$ cat src/rtl/pong_score_keeper_if.sv
// rtl/pong_score_keeper_if.sv - goal/start inputs and score/control outputs of the score keeper
interface pong_score_keeper_if;
  logic       start;
  logic       left_goal;
  logic       right_goal;
  logic [3:0] rightPlayerScore;
  logic [3:0] leftPlayerScore;
  logic       ball_hold;
  logic       serve_dir;
  logic       game_over;
  logic       winner;

  modport master (
    output start, left_goal, right_goal,
    input  rightPlayerScore, leftPlayerScore, ball_hold, serve_dir, game_over, winner
  );

  modport slave (
    input  start, left_goal, right_goal,
    output rightPlayerScore, leftPlayerScore, ball_hold, serve_dir, game_over, winner
  );
endinterface

$ cat src/rtl/pong_score_keeper.sv
// rtl/pong_score_keeper.sv - pong match sequencer: goal edges to scores, serve hold and game over
module pong_score_keeper #(
  parameter int WIN_SCORE   = 7,
  parameter int HOLD_CYCLES = 100_000_000
) (
  input logic                clk,
  input logic                reset,
  pong_score_keeper_if.slave bus
);
  localparam int CW = $clog2(HOLD_CYCLES + 1);

  typedef enum logic [1:0] {IDLE, PLAY, HOLD, GAME_OVER} state_e;

  state_e          state_q, state_d;
  logic [3:0]      left_score_q, left_score_d;
  logic [3:0]      right_score_q, right_score_d;
  logic            ball_hold_q, ball_hold_d;
  logic            serve_dir_q, serve_dir_d;
  logic            game_over_q, game_over_d;
  logic            winner_q, winner_d;
  logic [CW-1:0]   hold_cnt_q, hold_cnt_d;
  logic            left_goal_q, right_goal_q;

  logic            left_edge, right_edge;
  logic [3:0]      left_inc, right_inc;

  function automatic logic [3:0] sat_inc(input logic [3:0] s);
    return (s >= 4'd9) ? 4'd9 : s + 4'd1;
  endfunction

  assign left_edge  = bus.left_goal  & ~left_goal_q;
  assign right_edge = bus.right_goal & ~right_goal_q;
  assign left_inc   = sat_inc(left_score_q);
  assign right_inc  = sat_inc(right_score_q);

  always_comb begin
    state_d       = state_q;
    left_score_d  = left_score_q;
    right_score_d = right_score_q;
    serve_dir_d   = serve_dir_q;
    winner_d      = winner_q;
    hold_cnt_d    = hold_cnt_q;

    case (state_q)
      IDLE: begin
        if (bus.start) begin
          left_score_d  = 4'd0;
          right_score_d = 4'd0;
          state_d       = PLAY;
        end
      end
      PLAY: begin
        // A simultaneous double goal is ambiguous, so neither side scores.
        if (left_edge && !right_edge) begin
          right_score_d = right_inc;
          serve_dir_d   = 1'b0;
          if (right_inc == 4'(WIN_SCORE)) begin
            winner_d = 1'b1;
            state_d  = GAME_OVER;
          end else begin
            hold_cnt_d = CW'(HOLD_CYCLES - 1);
            state_d    = HOLD;
          end
        end else if (right_edge && !left_edge) begin
          left_score_d = left_inc;
          serve_dir_d  = 1'b1;
          if (left_inc == 4'(WIN_SCORE)) begin
            winner_d = 1'b0;
            state_d  = GAME_OVER;
          end else begin
            hold_cnt_d = CW'(HOLD_CYCLES - 1);
            state_d    = HOLD;
          end
        end
      end
      HOLD: begin
        if (hold_cnt_q == '0) begin
          state_d = PLAY;
        end else begin
          hold_cnt_d = hold_cnt_q - 1'b1;
        end
      end
      GAME_OVER: begin
        if (bus.start) begin
          left_score_d  = 4'd0;
          right_score_d = 4'd0;
          winner_d      = 1'b0;
          serve_dir_d   = 1'b0;
          state_d       = PLAY;
        end
      end
      default: state_d = IDLE;
    endcase

    // Controls are derived from the next state so they are registered alongside it.
    ball_hold_d = (state_d != PLAY);
    game_over_d = (state_d == GAME_OVER);
  end

  always_ff @(posedge clk) begin
    if (reset) begin
      state_q       <= IDLE;
      left_score_q  <= 4'd0;
      right_score_q <= 4'd0;
      ball_hold_q   <= 1'b1;
      serve_dir_q   <= 1'b0;
      game_over_q   <= 1'b0;
      winner_q      <= 1'b0;
      hold_cnt_q    <= '0;
      left_goal_q   <= 1'b0;
      right_goal_q  <= 1'b0;
    end else begin
      state_q       <= state_d;
      left_score_q  <= left_score_d;
      right_score_q <= right_score_d;
      ball_hold_q   <= ball_hold_d;
      serve_dir_q   <= serve_dir_d;
      game_over_q   <= game_over_d;
      winner_q      <= winner_d;
      hold_cnt_q    <= hold_cnt_d;
      left_goal_q   <= bus.left_goal;
      right_goal_q  <= bus.right_goal;
    end
  end

  assign bus.leftPlayerScore  = left_score_q;
  assign bus.rightPlayerScore = right_score_q;
  assign bus.ball_hold        = ball_hold_q;
  assign bus.serve_dir        = serve_dir_q;
  assign bus.game_over        = game_over_q;
  assign bus.winner           = winner_q;
endmodule

$ cat src/flat_wrapper.sv
// flat-port wrapper written by rule: the top's interface ports become plain ports
module pong_score_keeper_flat 
#(
  parameter int WIN_SCORE   = 7,
  parameter int HOLD_CYCLES = 100_000_000
)
  (clk, reset, bus_start, bus_left_goal, bus_right_goal, bus_rightPlayerScore, bus_leftPlayerScore, bus_ball_hold, bus_serve_dir, bus_game_over, bus_winner);
  pong_score_keeper_if bus_i ();
  input logic clk;
  input logic reset;
  input wire logic [$bits(bus_i.start)-1:0] bus_start;
  input wire logic [$bits(bus_i.left_goal)-1:0] bus_left_goal;
  input wire logic [$bits(bus_i.right_goal)-1:0] bus_right_goal;
  output wire logic [$bits(bus_i.rightPlayerScore)-1:0] bus_rightPlayerScore;
  output wire logic [$bits(bus_i.leftPlayerScore)-1:0] bus_leftPlayerScore;
  output wire logic [$bits(bus_i.ball_hold)-1:0] bus_ball_hold;
  output wire logic [$bits(bus_i.serve_dir)-1:0] bus_serve_dir;
  output wire logic [$bits(bus_i.game_over)-1:0] bus_game_over;
  output wire logic [$bits(bus_i.winner)-1:0] bus_winner;
  assign bus_i.start = bus_start;
  assign bus_i.left_goal = bus_left_goal;
  assign bus_i.right_goal = bus_right_goal;
  assign bus_rightPlayerScore = bus_i.rightPlayerScore;
  assign bus_leftPlayerScore = bus_i.leftPlayerScore;
  assign bus_ball_hold = bus_i.ball_hold;
  assign bus_serve_dir = bus_i.serve_dir;
  assign bus_game_over = bus_i.game_over;
  assign bus_winner = bus_i.winner;
  pong_score_keeper #(.WIN_SCORE(WIN_SCORE), .HOLD_CYCLES(HOLD_CYCLES)) u_core (.clk(clk), .reset(reset), .bus(bus_i));
endmodule
$ cat config.mk
export PLATFORM = sky130hd
export DESIGN_NAME = pong_score_keeper_flat
export DESIGN_NICKNAME = d
export VERILOG_FILES = /design/src/rtl/pong_score_keeper_if.sv /design/src/rtl/pong_score_keeper.sv /design/src/flat_wrapper.sv
export SDC_FILE = /design/constraint.sdc
export NUM_CORES = 1
export LEC_CHECK = 0
export CAP_MARGIN = 40
export CORE_ASPECT_RATIO = 0.8
export CORE_MARGIN = 1.5
export CORE_UTILIZATION = 55
export DETAILED_ROUTE_END_ITERATION = 8
export HOLD_SLACK_MARGIN = 0.05
export PLACE_DENSITY = 0.75
export RECOVER_POWER = 25
export SLEW_MARGIN = 15
export SYNTH_ARGS = -nofsm -noshare
export SYNTH_HDL_FRONTEND = slang
export SYNTH_SLANG_ARGS = --single-unit
export TNS_END_PERCENT = 50
$ cat constraint.sdc
create_clock -name clk -period 3.2 [get_ports clk]
set_clock_uncertainty 0.05 [all_clocks]
set_input_delay 0.8 -clock clk [delete_from_list [all_inputs] [get_ports clk]]
set_output_delay 0.8 -clock clk [all_outputs]
set_load 0.05 [all_outputs]
Yosys cells after proc, flatten, opt, wreduce, memory -nomap -nowiden:

Cells that the tools add are included.

* register bits after elaboration: 43
* bits of input ports: 5
* output and inout bits: 12

* add/subtract/negate cells: 3
* $lt $le $gt $ge: 2
* equality and inequality tests: 18
* muxes and demuxes: 30
* bitwise gates (word level): 4
* reduce and logical (&&, ||, !) cells: 15

Operator list (number)
* two-way mux 27 bit: 5
* one-hot mux 27 bit (2 select lines): 1
* logical NOT 27 bit: 1
* subtractor 27 x 1 -> 27 bit (second input constant): 1
* two-way mux 4 bit: 6
* one-hot mux 4 bit (2 select lines): 2
* AND reduction 5 bit: 2
* two-way mux 1 bit: 9
* adder 4 x 1 -> 4 bit (second input constant): 2
* == test 4 x 3 -> 1 bit (second input constant): 2
* greater-or-equal comparator 4 bit (second input constant): 2
* two-way mux 2 bit: 4
* inequality test 2 x 1 -> 1 bit (second input constant): 4
* == test 2 bit (second input constant): 3
* inequality test 2 bit (second input constant): 3
* inequality test 3 x 1 -> 1 bit (second input constant): 2
* inequality test 3 bit (second input constant): 2
* one-hot mux 2 bit (3 select lines): 1
* AND reduction 3 bit: 2
* nonzero test 2 bit: 3
* one-hot mux 1 bit (2 select lines): 2
* AND reduction 4 bit: 1
* inequality test 3 x 2 -> 1 bit (second input constant): 1
* AND 1 bit: 2
* other kinds (6): 9

Logic depth before layout (Yosys ltp):

Gate-level depths: netlist (run 1).

* word-level depth: 8
* mapped depth: 10

Least setup slack after synthesis (run 1):

OpenSTA, ideal clock, no wires.

* path kind: register to register
* start point: register u_core.right_score_q[0] (netlist: u_core.bus.rightPlayerScore[0])
* end point: register u_core.hold_cnt_q[4]
* library setup time: 0.132 ns
* data arrival time: 2.546 ns
* required time: 3.018 ns
* path slack: 0.471 ns
* cell stages (with the launch flop): 10
* buffers on the path: 1
* period minus slack after synthesis: 2.729 ns
* path through: dfxtp_1 -> inv_1 -> ha_1 -> or3b_2 -> o211ai_1 -> a31oi_2 -> clkbuf_1 -> nand3_1 -> xor2_1 -> a21oi_1

* longest elaborated chain between the ends: 5
* elaborated cells on any way between the ends: 6
* those cells by class: add/sub: 1; order compare: 1; eq/ne: 2; mux: 1; reduce/logical: 1

Ends and longest elaborated chain
* start, declared: line pong_score_keeper.sv:16 `logic [3:0] right_score_q, right_score_d;`
* start signal, assigned: line pong_score_keeper.sv:115 `right_score_q <= right_score_d;`
* adder 4 x 1 -> 4 bit or greater-or-equal comparator 4 bit (tied branches): line pong_score_keeper.sv:28 `return (s >= 4'd9) ? 4'd9 : s + 4'd1;`
* two-way mux 4 bit *: line pong_score_keeper.sv:28
* == test 4 x 3 -> 1 bit *: line pong_score_keeper.sv:57 `if (right_inc == 4'(WIN_SCORE)) begin`
* inequality test 3 bit (no source line) *
* AND reduction 5 bit (no source line) *
* end signal, assigned: line pong_score_keeper.sv:120 `hold_cnt_q <= hold_cnt_d;`
* end, declared: line pong_score_keeper.sv:21 `logic [CW-1:0] hold_cnt_q, hold_cnt_d;`

Mark *: on every way between the ends. The rest lies on a longest branch, timed or not.
A chain may end at the register's enable or synchronous reset.

Final worst setup path (run 1):

* start point: register u_core.right_score_q[0] (netlist: u_core.bus.rightPlayerScore[0])
* end point: register u_core.hold_cnt_q[20]

Same word-level chain as after synthesis.

==> results of run 1 <==
-- cell families after synthesis --
group                    after synthesis  synth area share [%]
flip-flops                            43                 35.56
adder cells (fa/ha/maj)               11                 5.685
XOR/XNOR                              14                 5.065
AND/OR/NAND/NOR                      130                 30.23
AO/OA/AOI/OAI                         70                 19.79
buffers and inverters                 21                 3.669
-- per-stage QoR --
stage	utilization (%)	total power, mW	hold WS, ps	cell area [sq um]
2_1_floorplan	-	1.366	410.8	2421
3_3_place_gp	63.13	1.556	428.1	2654
3_5_place_dp	63.13	1.566	431.6	2654
4_1_cts	65.12	1.903	443.4	2738
5_1_grt	65.03	2.056	461.4	2734
6_report	65.03	1.906	442.5	2734
-- registers in the layout (all words and copies together) (netlist names) --
name and count:
u_core.bus.leftPlayerScore 4, u_core.state_q 2, u_core.left_goal_q 1, u_core.bus.ball_hold 1, u_core.bus.rightPlayerScore 4, u_core.bus.game_over 1, u_core.hold_cnt_q 27, u_core.bus.winner 1
u_core.bus.serve_dir 1, u_core.right_goal_q 1
-- power by group through the flow --
| stage | clock network (mW) | registers [mW] | logic [mW] |
|---|---|---|---|
| final | 0.331 | 0.771 | 0.804 |
| after global routing | 0.368 | 0.791 | 0.897 |
| after CTS | 0.340 | 0.767 | 0.796 |
| after detailed placement | 0 | 0.779 | 0.787 |
| after global placement | 0 | 0.775 | 0.780 |
| after floorplan | 0 | 0.784 | 0.582 |
-- synthesized netlist by cell type, drive strengths merged, types with 10 or more instances --
cell,count
nand2,18
ha,11
nor3,12
a21oi,26
nor2,32
dfxtp,43
inv,10
nand2b,10
xor2,12
-- metal layers --
layer | vias up | routed length [microns]
li1 | 1113 | -
met1 | 997 | 2866
met2 | 69 | 2163
met3 | 9 | 304
met4 | 0 | 72
met5 | - | 0
-- area by class of cell --
class | count | area, sq um | area share, %
Multi-Input combinational cell | 225 | 1471 | 53.82
Sequential cell | 43 | 860.8 | 31.49
Timing Repair Buffer | 23 | 209.0 | 7.643
Tap cell | 57 | 71.32 | 2.609
Clock buffer | 5 | 68.82 | 2.517
Inverter | 10 | 37.54 | 1.373
Clock inverter | 3 | 15.01 | 0.5492
-- worst min-delay path, cell delays in order, from the launching register on --
cell and delay (ps):
dfxtp_1 330, o41ai_1 60, a21oi_1 60
-- worst max-delay path by stage --
stage               depth (start not counted)                    end  slack, ps                            from
global route                                9  u_core.hold_cnt_q[16]        210  u_core.bus.rightPlayerScore[0]
CTS                                         9  u_core.hold_cnt_q[20]        410  u_core.bus.rightPlayerScore[0]
detailed placement                          7  u_core.hold_cnt_q[10]        230                   bus_left_goal
finish                                      9  u_core.hold_cnt_q[20]        380  u_core.bus.rightPlayerScore[0]
global placement                            7  u_core.hold_cnt_q[10]        280                   bus_left_goal
floorplan                                   9   u_core.hold_cnt_q[4]        470  u_core.bus.rightPlayerScore[0]
==> impl_metrics.csv, run 1 <==
group,metric,value,unit
place,port_buffers,16,
power,cellPowerDensity,697.2,nW/um^2
synth,netlist_area,2421,sq um
worst_setup_path,end_kind,"flip-flop",
worst_setup_path,timing.rr.end,"u_core.hold_cnt_q[20]",
cts,clock-sinks,43,
global_route,grtUsageMet2,32.46,%
floorplan,row_count,21,
final_layout,drive_gt1_share,8.738,%
floorplan,coreArea,4204,sq um
place,dpl.cell_count,358,
synth,synth_cell_types,49,
hold_path,min_path_cells,2,
run,cap_violations,0,
global_route,grt_pass1_wl,9.308,mm
cts,path_clk_slew,80,ps
final_layout,fin_nets,324,
power,combPwrFrac,42.2,%
sta,final.setup.worst_slack,384.0,ps
floorplan,dieArea,4811,sq um
final_layout,num_antenna_cells,0,
sta,period_share,88.00,%
synth,avgSynthCellArea,8.377,sq um
final_layout,stdcell_count,366,
sta,min_period,2816,ps
synth,ys.flop_type,"dfxtp_1",
synth,synth_top_area_share,35.56,%
cts,ctsLongestPathBuffers,2,
synth,ys_async_sr_fraction,0,%
power,p_sw_share,41.73,%
synth,synth_nets,305,
synth,synth_cells,289,
place,gp_congestion,0.8925,
final_layout,final_cell_mix,"dfxtp_1, nor2_1, a21oi_1",
floorplan,start_util,57.59,%
routing,drt-initial-drc-count,188,
cts,holdBufCountCts,0,
worst_setup_path,crit_chain,"inv_1, ha_1, or3b_2, o211ai_1, and3_1, nor3_1, buf_4, and4_4, a311oi_1",
sta,finalHoldViolations,0,
final_layout,final_common_cell,"dfxtp_1",
synth,synth_seq_cells,43,
global_route,top_usage_layer,"met1",
worst_setup_path,crit_type,"reg -> reg",
synth,yosys-top-cells-area,"dfxtp_1, ha_1, a21oi_1, nor2_1, xor2_1",
floorplan,die_h,62.34,microns
cts,cts_resized,0,
place,pre_cts_ws,230.9,ps
global_route,grt_pass1_vias,1901,
routing,wl,5.406,mm
final_layout,syn2layout_area_growth,12.92,%
cts,clockRootBuffer,"clkbuf_8",
worst_setup_path,crit_required,3350,ps
cts,cts-buffers-inserted,5,
routing,vias,2188,
worst_setup_path,crit_path_max_fanout,12,
hold_path,hp-class,"reg -> reg",
sta,max_freq,355.1,MHz
sta,setup_viol,0,
routing,drc,0,
cts,cts_tree,"yes",
global_route,grt_max_degree,18,
global_route,grtUsageMet1,37.67,%
power,switchingPower,0.7954,mW
power,internal_power,1.111,mW
cts,clkLatencyLatePin,290,ps
worst_setup_path,setup.worst_path.start_class,"flip-flop",
hold_path,holdPathEnd,"u_core.hold_cnt_q[26]",
cts,cts_setup_buffers,0,
routing,ant_nets,0,
routing,drt_pass1_iterations,4,
worst_setup_path,r2r-start,"u_core.bus.rightPlayerScore[0]",
global_route,grt_use_met3,4.559,%
synth,synth_edf_count,0,
place,hpwlAfterDp,3.889,mm
global_route,grt.overflow.total,0,
global_route,globalRouteTotalUtil,24.00,%
routing,via_per_inst,5.978,
hold_path,timing.hold.worst.start,"u_core.hold_cnt_q[26]",
floorplan,die-width,77.18,microns
sta,worst_slew_pin_slew,564.0,ps
global_route,antenna_found_initial,0,
worst_setup_path,reg2regPathDepth,9,
routing,wl_per_cell,14.77,microns
sta,rsz0062_at_grt,"no",
floorplan,pin_count,17,
synth,seq_area_frac_synth,35.56,%
synth,yosys_warnings,0,
sta,setup_tns,0,ps
synth,yosysTopAreaCell,"dfxtp_1",
sta,relSlewSlack,62.32,%
run_status,status,"finished clean",
power,leakage,0.9778,nW
worst_setup_path,critPathSlowestCell,"or3b_2",
power,pwr-share-seq,40.4,%
worst_setup_path,worstPathArrival,2970,ps
cts,htreeDepth,2,
final_layout,n_fill_cell,359,
worst_setup_path,crit_family,"simple AND/OR/NAND/NOR gates",
worst_setup_path,slowest_delay,490,ps
sta,maxSlewViolCount,0,
power,clkPwrFrac,17.4,%
power,ir_worst_vdd,0.4105,mV
worst_setup_path,worst-path-buf-inv,2,
worst_setup_path,rrSetupSlack,380,ps
Power figures use the tool's default switching activity.
==> run 2: changes to the inputs <==
GPL_ROUTABILITY_DRIVEN = 0   (was not set)
TNS_END_PERCENT = 100   (was 50)
==> results of run 2 <==
The final DEF is identical to that of run 1; final timing and power are the same.
==> run 3: changes to the inputs <==
DONT_BUFFER_PORTS = 1   (was not set)
PLACE_DENSITY = 0.8   (was 0.75)
==> run 3 against run 2 <==
Effect of this change: non-clock buffer count is 9 lower; critical path type unchanged; clock-buffer cell count is 3 higher; power is 2.9% higher; largest power group unchanged; die area stayed put; maximum frequency is 2.3% higher; clock power is 16% higher; utilization is 2.7 points lower; sequential power is 2% higher.
==> impl_metrics.csv, run 3 (same netlist as run 1, synthesis figures left out) <==
group,metric,value,unit
run_status,status,"finished clean",
sta,finalHoldViolations,0,
routing,drc,0,
final_layout,n_fill_cell,388,
global_route,grt_pass1_wl,9.680,mm
cts,cts_tree,"yes",
global_route,grt_max_degree,33,
floorplan,pin_count,17,
final_layout,final_common_cell,"dfxtp_1",
routing,drt_pass1_iterations,5,
routing,via_per_inst,6.255,
worst_setup_path,crit_required,3350,ps
worst_setup_path,setup.worst_path.start_class,"flip-flop",
cts,cts-buffers-inserted,5,
sta,max_freq,363.2,MHz
worst_setup_path,crit_path_max_fanout,7,
routing,wl_per_cell,15.65,microns
floorplan,row_count,21,
sta,period_share,86.04,%
power,ir_worst_vdd,0.4686,mV
routing,ant_nets,0,
power,internal_power,1.152,mW
cts,holdBufCountCts,0,
cts,cts_resized,0,
sta,min_period,2753,ps
place,hpwlAfterDp,3.912,mm
final_layout,largest_reg_flops,27,
worst_setup_path,reg2regPathDepth,9,
final_layout,stdcell_area,2621,sq um
cts,clkLatencyLatePin,300,ps
global_route,antenna_found_initial,0,
cts,cts_setup_buffers,0,
place,pre_cts_ws,257.8,ps
power,cellPowerDensity,748.4,nW/um^2
floorplan,die-width,77.18,microns
cts,clockRootBuffer,"clkbuf_8",
final_layout,regMostFlops,"u_core.hold_cnt_q",
sta,worst_slew_pin_slew,762.9,ps
cts,ctsLongestPathBuffers,2,
sta,maxSlewViolCount,0,
final_layout,syn2layout_area_growth,8.269,%
cts,clock-sinks,43,
power,switchingPower,0.8095,mW
worst_setup_path,worstPathArrival,2910,ps
global_route,grt.overflow.total,0,
place,dpl.cell_count,348,
power,pwr-share-seq,40.0,%
worst_setup_path,end_kind,"flip-flop",
final_layout,stdcell_count,357,
power,total_power,1.962,mW
floorplan,die_h,62.34,microns
sta,setup_viol,0,
power,clkPwrFrac,19.6,%
floorplan,start_util,57.59,%
power,p_sw_share,41.26,%
global_route,globalRouteTotalUtil,25.16,%
sta,rsz0062_at_grt,"no",
cts,path_clk_slew,80,ps
sta,final.setup.worst_slack,446.8,ps
place,port_buffers,0,
run,cap_violations,0,
cts,htreeDepth,2,
floorplan,coreArea,4204,sq um
final_layout,num_antenna_cells,0,
worst_setup_path,crit_type,"reg -> reg",
global_route,grt_pass1_vias,2071,
sta,setup_tns,0,ps
power,combPwrFrac,40.4,%
power,leakage,0.9226,nW
sta,relSlewSlack,49.14,%
final_layout,final_cell_mix,"dfxtp_1, nor2_1, a21oi_1",
routing,vias,2233,
routing,drt-initial-drc-count,173,
hold_path,hp-class,"reg -> reg",
hold_path,min_path_cells,2,
final_layout,fin_nets,315,
routing,wl,5.588,mm
place,placed_cell_area,2539,sq um
final_layout,drive_gt1_share,9.333,%
floorplan,dieArea,4811,sq um
run 3: critical path, cell delays in order (launching register included):
cell and delay [ps]:
dfxtp_1 400, inv_1 80, ha_1 290, or3b_2 460, o211ai_1 340, and3_1 270, nor3_1 90, clkbuf_2 200
and4_4 210, a311oi_1 260
run 3: layer usage:
metal	wire, microns	track usage [%]	part of all wire (%)	vias to the layer above
met1	2861	37.75	51	1067
li1	-	-	-	1092
met2	2300	34.98	41	65
met3	353	6.176	6.3	9
met5	0	0	0	-
met4	73	7.955	1.3	0
run 3: power by group through the flow:
stage	clock, mW	combinational [mW]	sequential, mW
after floorplan	0	0.582	0.784
after global placement	0	0.744	0.790
after detailed placement	0	0.767	0.790
after CTS	0.389	0.773	0.780
after global routing	0.413	0.876	0.800
final	0.384	0.793	0.786
run 3: metrics by stage:
step	utilization, %	hold slack [ps]
6_report	62.35	436.5
5_1_grt	62.35	469.8
4_1_cts	62.77	432.9
3_5_place_dp	60.39	422.3
3_3_place_gp	60.39	421.4
2_1_floorplan	-	410.8
run 3: final timing paths:
check | start | to | slack (ps)
max reg2reg | u_core.bus.leftPlayerScore[1] | u_core.hold_cnt_q[18] | 450
min reg2reg | u_core.hold_cnt_q[26] | u_core.hold_cnt_q[26] | 440
min | u_core.hold_cnt_q[26] | u_core.hold_cnt_q[26] | 440
max | u_core.bus.leftPlayerScore[1] | u_core.hold_cnt_q[18] | 450
run 3: layout make-up:
class | instances | area [sq um] | share of cell area [%]
multi-input combinational | 225 | 1471 | 56.13
sequential | 43 | 860.8 | 32.84
tap | 57 | 71.32 | 2.721
inverter | 10 | 37.54 | 1.432
clock buffer | 8 | 100.1 | 3.819
timing repair buffer | 14 | 80.08 | 3.055
